### config.mk
export PLATFORM = sky130hd
export DESIGN_NAME = multadd_seq_ctrl
export DESIGN_NICKNAME = d
export VERILOG_FILES = /design/src/rtl/multadd_seq_ctrl.sv
export SDC_FILE = /design/constraint.sdc
export NUM_CORES = 1
export LEC_CHECK = 0
export ABC_AREA = 1
export CAP_MARGIN = 40
export CORE_MARGIN = 2
export CORE_UTILIZATION = 45
export CTS_CLUSTER_DIAMETER = 30
export CTS_CLUSTER_SIZE = 30
export DETAILED_ROUTE_END_ITERATION = 12
export PLACE_DENSITY_LB_ADDON = 0.12
export SYNTH_ARGS = -nofsm -noshare
export SYNTH_HDL_FRONTEND = slang
export SYNTH_SLANG_ARGS = --single-unit
### constraint.sdc
create_clock -name clk -period 4.63 [get_ports clk]
set_input_delay 0.6945 -clock clk [delete_from_list [all_inputs] [get_ports clk]]
set_output_delay 0.6945 -clock clk [all_outputs]
set_load 0.05 [all_outputs]
### src/rtl/multadd_seq_ctrl.sv
// Sequencer that streams W[i]/x[i] pairs through one external MultAdd unit,
// feeding its output back as the b operand to accumulate bias + sum W[i]*x[i].
module multadd_seq_ctrl #(
    parameter int DATA_WIDTH  = 16,
    parameter int FRACT_WIDTH = 8,
    parameter int ADDR_WIDTH  = 5
) (
    input  logic                  clk,
    input  logic                  rst_n,
    input  logic                  start,
    input  logic [ADDR_WIDTH:0]   len,
    input  logic [DATA_WIDTH-1:0] bias,
    output logic                  rd_en,
    output logic [ADDR_WIDTH-1:0] rd_addr,
    input  logic [DATA_WIDTH-1:0] w_rdata,
    input  logic [DATA_WIDTH-1:0] x_rdata,
    output logic [DATA_WIDTH-1:0] ma_x,
    output logic [DATA_WIDTH-1:0] ma_w,
    output logic [DATA_WIDTH-1:0] ma_b,
    input  logic [DATA_WIDTH-1:0] ma_out,
    output logic                  busy,
    output logic                  done,
    output logic [DATA_WIDTH-1:0] result
);

    // The fixed-point scaling lives in the MultAdd unit; only sanity-check it here.
    if (FRACT_WIDTH < 0 || FRACT_WIDTH >= DATA_WIDTH) begin : g_fract_check
        $error("FRACT_WIDTH must lie in [0, DATA_WIDTH)");
    end

    typedef enum logic [1:0] {
        IDLE = 2'd0,
        RUN  = 2'd1,
        DONE = 2'd2
    } state_t;

    localparam logic [ADDR_WIDTH:0] MAX_LEN = {1'b1, {ADDR_WIDTH{1'b0}}};

    state_t                state, state_nxt;
    logic [DATA_WIDTH-1:0] acc, acc_nxt;
    logic [DATA_WIDTH-1:0] result_nxt;
    logic [ADDR_WIDTH:0]   n, n_nxt;
    logic [ADDR_WIDTH:0]   issued, issued_nxt;
    logic [ADDR_WIDTH:0]   accum_cnt, accum_cnt_nxt;
    logic                  rd_en_nxt;
    logic [ADDR_WIDTH-1:0] rd_addr_nxt;
    logic                  v;
    logic [ADDR_WIDTH:0]   len_clamped;

    assign len_clamped = (len > MAX_LEN) ? MAX_LEN : len;

    assign ma_x = x_rdata;
    assign ma_w = w_rdata;
    assign ma_b = acc;
    assign busy = (state != IDLE);
    assign done = (state == DONE);

    always_ff @(posedge clk or negedge rst_n) begin
        if (!rst_n) begin
            state     <= IDLE;
            acc       <= '0;
            result    <= '0;
            n         <= '0;
            issued    <= '0;
            accum_cnt <= '0;
            rd_en     <= 1'b0;
            rd_addr   <= '0;
            v         <= 1'b0;
        end else begin
            state     <= state_nxt;
            acc       <= acc_nxt;
            result    <= result_nxt;
            n         <= n_nxt;
            issued    <= issued_nxt;
            accum_cnt <= accum_cnt_nxt;
            rd_en     <= rd_en_nxt;
            rd_addr   <= rd_addr_nxt;
            v         <= rd_en;
        end
    end

    // The first read is issued straight from IDLE so that rd_en rises the cycle
    // after start; v marks the cycle in which that read's data is on the bus.
    always_comb begin
        state_nxt     = state;
        acc_nxt       = acc;
        result_nxt    = result;
        n_nxt         = n;
        issued_nxt    = issued;
        accum_cnt_nxt = accum_cnt;
        rd_en_nxt     = 1'b0;
        rd_addr_nxt   = rd_addr;

        unique case (state)
            IDLE: begin
                if (start) begin
                    acc_nxt       = bias;
                    n_nxt         = len_clamped;
                    issued_nxt    = '0;
                    accum_cnt_nxt = '0;
                    if (len_clamped == '0) begin
                        result_nxt = bias;
                        state_nxt  = DONE;
                    end else begin
                        rd_en_nxt   = 1'b1;
                        rd_addr_nxt = '0;
                        issued_nxt  = {{ADDR_WIDTH{1'b0}}, 1'b1};
                        state_nxt   = RUN;
                    end
                end
            end
            RUN: begin
                if (issued < n) begin
                    rd_en_nxt   = 1'b1;
                    rd_addr_nxt = issued[ADDR_WIDTH-1:0];
                    issued_nxt  = issued + 1'b1;
                end
                if (v) begin
                    acc_nxt       = ma_out;
                    accum_cnt_nxt = accum_cnt + 1'b1;
                    if (accum_cnt + 1'b1 == n) begin
                        result_nxt = ma_out;
                        state_nxt  = DONE;
                    end
                end
            end
            DONE: begin
                state_nxt = IDLE;
            end
            default: begin
                state_nxt = IDLE;
            end
        endcase
    end

endmodule

==> results of run 1 <==
worst paths after layout:
path	from	end	slack (ns)	cells past startpoint
max in group asynchronous	rst_n	n[0]	3.62	2
worst min-delay path	rd_en	v	0.40	0
worst min register to register	rd_en	v	0.40	0
worst max register to register	state[1]	issued[2]	1.97	9
worst max-delay path	state[1]	issued[2]	1.97	9
min in group asynchronous	rst_n	accum_cnt[0]	0.49	2
power by group through the flow:
stage                     combinational (mW)  clock, mW  sequential (mW)
after floorplan                         1.07          0             1.47
after global placement                  2.10          0            0.943
after detailed placement                2.13          0            0.946
after CTS                               2.14      0.507            0.940
after global routing                    2.34      0.536            0.968
final                                   2.10      0.501            0.939
cell type report:
type | count | area [um^2] | share of cell area [%]
sequential | 59 | 1480 | 36.9
multi-input combinational | 260 | 1290 | 32.3
timing repair buffer | 82 | 811 | 20.3
clock buffer | 10 | 128 | 3.19
tap | 96 | 120 | 3.00
inverter | 25 | 93.8 | 2.35
clock inverter | 6 | 80.1 | 2.00
logic make-up (layout without fill, tap and decap cells):
logic type                 after synthesis  count (layout)  synth area share, %
xor gates and xnor gates                 4               4                 1.11
DFF                                     59              59                 46.6
adders and majority gates                7               7                 2.76
AOI/OAI and AO/OA                       44              44                 8.37
and+or+nand+nor                        205             205                 28.5
buffers and inverters                   69             123                 12.7
stage by stage:
stage / hold slack [ns] / worst slack (ns) / cells / utilization (%) / total power [mW]
6_report: 0.399 / 1.97 / 538 / 58.9 / 3.54
3_3_place_gp: 0.381 / 1.97 / 522 / 55.8 / 3.04
5_1_grt: 0.423 / 1.64 / 538 / 58.9 / 3.84
4_1_cts: 0.403 / 1.90 / 538 / 58.9 / 3.59
3_5_place_dp: 0.384 / 1.88 / 522 / 55.8 / 3.08
2_1_floorplan: 0.399 / 2.77 / 388 / - / 2.54
metal layers:
layer	track usage [%]	up-vias	part of all wire, %
met5	0	-	0
met4	7.83	0	1.8
met1	27.5	1248	46
li1	-	1335	-
met3	4.34	15	6.0
met2	32.3	81	46
sequential cells by signal, summed over array words and instances (netlist names):
| register | flops |
|---|---|
| n | 6 |
| state | 2 |
| issued | 6 |
| rd_en | 1 |
| ma_b | 16 |
| result | 16 |
| accum_cnt | 6 |
| rd_addr | 5 |
| v | 1 |
worst reg2reg max path: stages (launching register included):
cell,delay [ns]
sky130_fd_sc_hd__dfrtp_1,0.40
sky130_fd_sc_hd__inv_1,0.09
sky130_fd_sc_hd__nand2_1,0.20
sky130_fd_sc_hd__buf_4,0.28
sky130_fd_sc_hd__inv_1,0.62
sky130_fd_sc_hd__nand3_1,0.37
sky130_fd_sc_hd__nand2_1,0.36
sky130_fd_sc_hd__nand3_1,0.11
sky130_fd_sc_hd__nand2_1,0.08
sky130_fd_sc_hd__nor2_1,0.05
layout by cell type, fill, tap and decap left out, drive strengths merged:
cell / n
nand2: 127
clkdlybuf4s50: 79
dfrtp: 59
nand3: 41
nor2: 31
inv: 25
a31oi: 16
o21ai: 16
clkbuf: 10
ha: 7
a21oi: 6
clkinv: 4
nand4: 3
xor2: 3
buf: 3
o21a: 2
bufinv: 2
nor3b: 1
nand3b: 1
a21boi: 1
xnor2: 1
nor3: 1
o22ai: 1
o31ai: 1
o211ai: 1
==> impl_metrics.json, run 1 <==
{
  "timing_max_transition_violations_final": 0,
  "post-route-drc-count": 0,
  "cp_top_family": "simple AND/OR/NAND/NOR gates",
  "drt_first_iter_violations": 111,
  "slew_headroom_pct": 46.1,
  "floorplan.initialDensity_pct": 46.6,
  "grt_setup_unrepaired": "false",
  "grt_start_max_net_pins": 60,
  "layout.filler_cells": 612,
  "static-leakage-power_nw": 1.87,
  "core_region_area_um2": 6790,
  "grt_first_pass_wirelength_um": 12200,
  "reg_clk_slew_reported_paths_ns": 0.06,
  "synth_enable_flop_cells": 0,
  "cts-hold-fix-buffers": 0,
  "die_height_um": 87.9,
  "post_cts_resize_count": 0,
  "crit_buf_inv": 3,
  "maxCapViolations": 0,
  "cts_tree": "built",
  "synthesis.nets": 468,
  "design.portCount": 145,
  "timing_hold_violations_final": 0,
  "crit_path_top_delay_cell": "sky130_fd_sc_hd__inv_1",
  "core.rowCount": 30,
  "area_enclosed_by_the_die_boundary_um2": 7730,
  "hold_path_class": "flop to flop",
  "netSwitchingPower_mw": 1.82,
  "min_period_ns": 2.66,
  "clkLatencyLatePin_ns": 0.34,
  "cp.required_ns": 4.85,
  "pwr-share-comb_pct": 59.4,
  "power.switching_fraction_pct": 51.3,
  "layout-area-overhead-vs-synth_pct": 26.2,
  "gp_congestion": 0.825,
  "place_area_um2": 3790,
  "cts.sink_count": 59,
  "cts_inserted_buffers": 9,
  "synth.most_common_cell": "sky130_fd_sc_hd__nand2_1",
  "top_cells_by_area_in_the_synthesized_netlist": "sky130_fd_sc_hd__dfrtp_1, sky130_fd_sc_hd__nand2_1, sky130_fd_sc_hd__buf_4",
  "synth.lib_cells_used.distinct": 32,
  "cpPeakStageDelay_ns": 0.61,
  "fin_nets": 517,
  "postSynthCellCount": 388,
  "seq_area_frac_synth_pct": 46.6,
  "critical_path.endpoint_type": "flop",
  "numPortBuffers": 80,
  "cts_max_path_buffers": 2,
  "post_cts_buffers": 0,
  "synth.yosys.warnings": 0,
  "detailroute.via_count": 2679,
  "post-dp-hpwl_um": 5190,
  "cts-root-buf": "sky130_fd_sc_hd__clkbuf_8",
  "number_of_diodes": 0,
  "ys_dominant_reg_cell": "sky130_fd_sc_hd__dfrtp_1",
  "die_w_um": 87.9,
  "worst-path-max-fanout": 23,
  "sequence_of_cells_on_the_critical_path": "inv_1 > nand2_1 > buf_4 > inv_1 > nand3_1 > nand2_1 > nand3_1 > nand2_1 > nor2_1",
  "final-setup-viol-count": 0,
  "drt_first_pass_iters": 5,
  "timing.setup.tns_ns": 0,
  "final_antenna_net_count": 0,
  "synth_seq_cells": 59,
  "drt-vias-per-instance": 4.98,
  "share_of_async_settable_or_async_resettable_flops_after_synthesis_pct": 100,
  "power.density_nw_per_um2": 886,
  "worst_vdd_rail_ir_drop_mv": 0.378,
  "timing.critical_path.from_type": "flop",
  "portion_of_synthesized_cell_area_occupied_by_the_leading_cell_type_pct": 46.6,
  "final_layout_size_suffix_gt1_share_pct": 9.05,
  "final_cell_area_um2": 4000,
  "fin_crit_sh_pct": 57.4,
  "final.setup_skew_ns": 0.0105,
  "syn_area_um2": 3170,
  "synth_area_leader_cell": "sky130_fd_sc_hd__dfrtp_1",
  "wirelength_routed_um": 7260,
  "run_status": "finished, final reports clean",
  "p_clk_share_pct": 14.1,
  "crit_arrival_ns": 2.88,
  "setup_cp_type": "flop to flop",
  "seq_power_share_pct": 26.5,
  "grt_overflow": 0,
  "htree_levels": 3,
  "first_global_vias": 2626,
  "postSynthAreaPerCell_um2": 8.17,
  "grt_antenna_before_repair": 0,
  "yosys-top-cells-count": "sky130_fd_sc_hd__nand2_1, sky130_fd_sc_hd__dfrtp_1, sky130_fd_sc_hd__nand3_1",
  "crit_path_frequent_cell": "sky130_fd_sc_hd__nand2_1",
  "worst_pin_slew_ns": 0.807,
  "gr-usage-all-layers_pct": 20.4,
  "internal_power_mw": 1.73,
  "route.detailed.wl_per_inst_um": 13.5,
  "fmaxAchievable_mhz": 376
}
(Power assumes the default switching activity.)
==> run 2: changes to the inputs <==
- CORE_UTILIZATION: 45 -> 42
- clock period: 4.63 -> 2.8 ns (I/O delays scaled with it)
==> run 2 against run 1 <==
  * Count of clock-buffer cells in the layout increased by 3
  * Power increased by 66%
  * Clock power increased by 55%
==> impl_metrics.json, run 2 (synthesis results as in run 1) <==
{
  "crit_buf_inv": 2,
  "grt_antenna_before_repair": 0,
  "internal_power_mw": 2.85,
  "floorplan.initialDensity_pct": 43.4,
  "maxCapViolations": 0,
  "core_region_area_um2": 7290,
  "cp.required_ns": 2.38,
  "post-dp-hpwl_um": 5500,
  "cp.depth": 3,
  "power.switching_fraction_pct": 51.6,
  "number_of_diodes": 0,
  "die_height_um": 90.9,
  "seq_power_share_pct": 26.4,
  "sequence_of_cells_on_the_critical_path": "nor2_4 > inv_1 > clkdlybuf4s50_1",
  "crit_path_top_delay_cell": "sky130_fd_sc_hd__clkdlybuf4s50_1",
  "route.detailed.wl_per_inst_um": 14.0,
  "final_layout_size_suffix_gt1_share_pct": 9.23,
  "fmaxAchievable_mhz": 471,
  "cts.sink_count": 59,
  "critical_path.endpoint_type": "primary output",
  "worst_vdd_rail_ir_drop_mv": 0.646,
  "layout-area-overhead-vs-synth_pct": 27.0,
  "final-setup-viol-count": 0,
  "htree_levels": 3,
  "timing.setup.tns_ns": 0,
  "finalHoldWorstSlack_ns": 0.128,
  "final.setup_skew_ns": 0.00594,
  "design.portCount": 145,
  "drt_first_pass_iters": 5,
  "cpPeakStageDelay_ns": 0.69,
  "timing_max_transition_violations_final": 0,
  "fin_nets": 520,
  "post_cts_resize_count": 0,
  "post_cts_buffers": 0,
  "cts_tree": "built",
  "fin_crit_sh_pct": 75.8,
  "power.density_nw_per_um2": 1460,
  "area_enclosed_by_the_die_boundary_um2": 8250,
  "worst-path-max-fanout": 3,
  "pwr-share-comb_pct": 60.4,
  "cp_top_family": "buffers and inverters",
  "cts_max_path_buffers": 2,
  "grt_start_max_net_pins": 36,
  "timing.critical_path.from_type": "flop",
  "hold_path_class": "input pin to asynchronous set/reset pin",
  "slew_headroom_pct": 53.6,
  "setup_cp_type": "flop to primary output",
  "grt_first_pass_wirelength_um": 12400,
  "core.rowCount": 31,
  "die_w_um": 90.9,
  "netSwitchingPower_mw": 3.04,
  "p_clk_share_pct": 13.2,
  "cts-root-buf": "sky130_fd_sc_hd__clkbuf_8",
  "numPortBuffers": 80,
  "first_global_vias": 2612,
  "worst_pin_slew_ns": 0.696,
  "min_period_ns": 2.12,
  "drt_first_iter_violations": 101,
  "grt_overflow": 0,
  "final_antenna_net_count": 0,
  "reg2regPathDepth": 7,
  "grt_setup_unrepaired": "false",
  "run_status": "finished, final reports clean",
  "crit_arrival_ns": 1.70,
  "reg_clk_slew_reported_paths_ns": 0.07,
  "most_common_library_cell_in_the_layout_ignoring_fill_and_taps": "sky130_fd_sc_hd__nand2_1",
  "static-leakage-power_nw": 1.88,
  "gp_congestion": 0.763,
  "drt-vias-per-instance": 4.94,
  "cts_inserted_buffers": 9,
  "most-common-layout-cells": "sky130_fd_sc_hd__nand2_1, sky130_fd_sc_hd__clkdlybuf4s50_1, sky130_fd_sc_hd__dfrtp_1",
  "wirelength_routed_um": 7580,
  "timing_hold_violations_final": 0,
  "cts-hold-fix-buffers": 0,
  "post-route-drc-count": 0,
  "clkLatencyLatePin_ns": 0.33,
  "detailroute.via_count": 2685,
  "gr-usage-all-layers_pct": 19.0
}
run 2: final timing paths:
check,from,to,slack [ns]
worst max-delay path,state[0],busy,0.68
worst min-delay path,rst_n,ma_b[3],0.13
worst max register to register,state[0],result[1],0.69
worst min register to register,rd_en,v,0.41
max in group asynchronous,rst_n,n[3],2.05
min in group clk,rd_en,v,0.41
run 2: cell type report:
cell class	instances	area (um^2)
fill	703	3270
clock inverter	2	35.0
timing repair buffer	85	846
tap	99	124
clock buffer	13	159
inverter	25	93.8
sequential	59	1480
multi-input combinational	260	1290
run 2: per-stage QoR:
| stage | area, um^2 | cells | setup WS, ns | power (mW) | utilization (%) |
|---|---|---|---|---|---|
| final | 4020 | 543 | 0.678 | 5.89 | 55.2 |
| after global routing | 4020 | 543 | 0.485 | 6.33 | 55.2 |
| after CTS | 4020 | 543 | 0.630 | 5.96 | 55.2 |
| after detailed placement | 3830 | 528 | 0.570 | 5.17 | 52.5 |
| after global placement | 3830 | 528 | 0.654 | 5.12 | 52.5 |
| after floorplan | 3170 | 388 | 1.05 | 4.20 | - |
run 2: per-layer routing:
layer	global-route usage (%)	vias to the layer above	routed length [um]
met5	0	-	0
met2	31.0	73	3580
met3	3.67	23	416
met1	24.0	1249	3420
li1	-	1340	-
met4	9.72	0	159
run 2: power groups by stage:
| stage | registers (mW) | clock network (mW) | logic [mW] |
|---|---|---|---|
| 3_3_place_gp | 1.56 | 0 | 3.56 |
| 2_1_floorplan | 2.43 | 0 | 1.77 |
| 4_1_cts | 1.56 | 0.789 | 3.61 |
| 5_1_grt | 1.60 | 0.817 | 3.91 |
| 3_5_place_dp | 1.57 | 0 | 3.60 |
| 6_report | 1.55 | 0.778 | 3.56 |
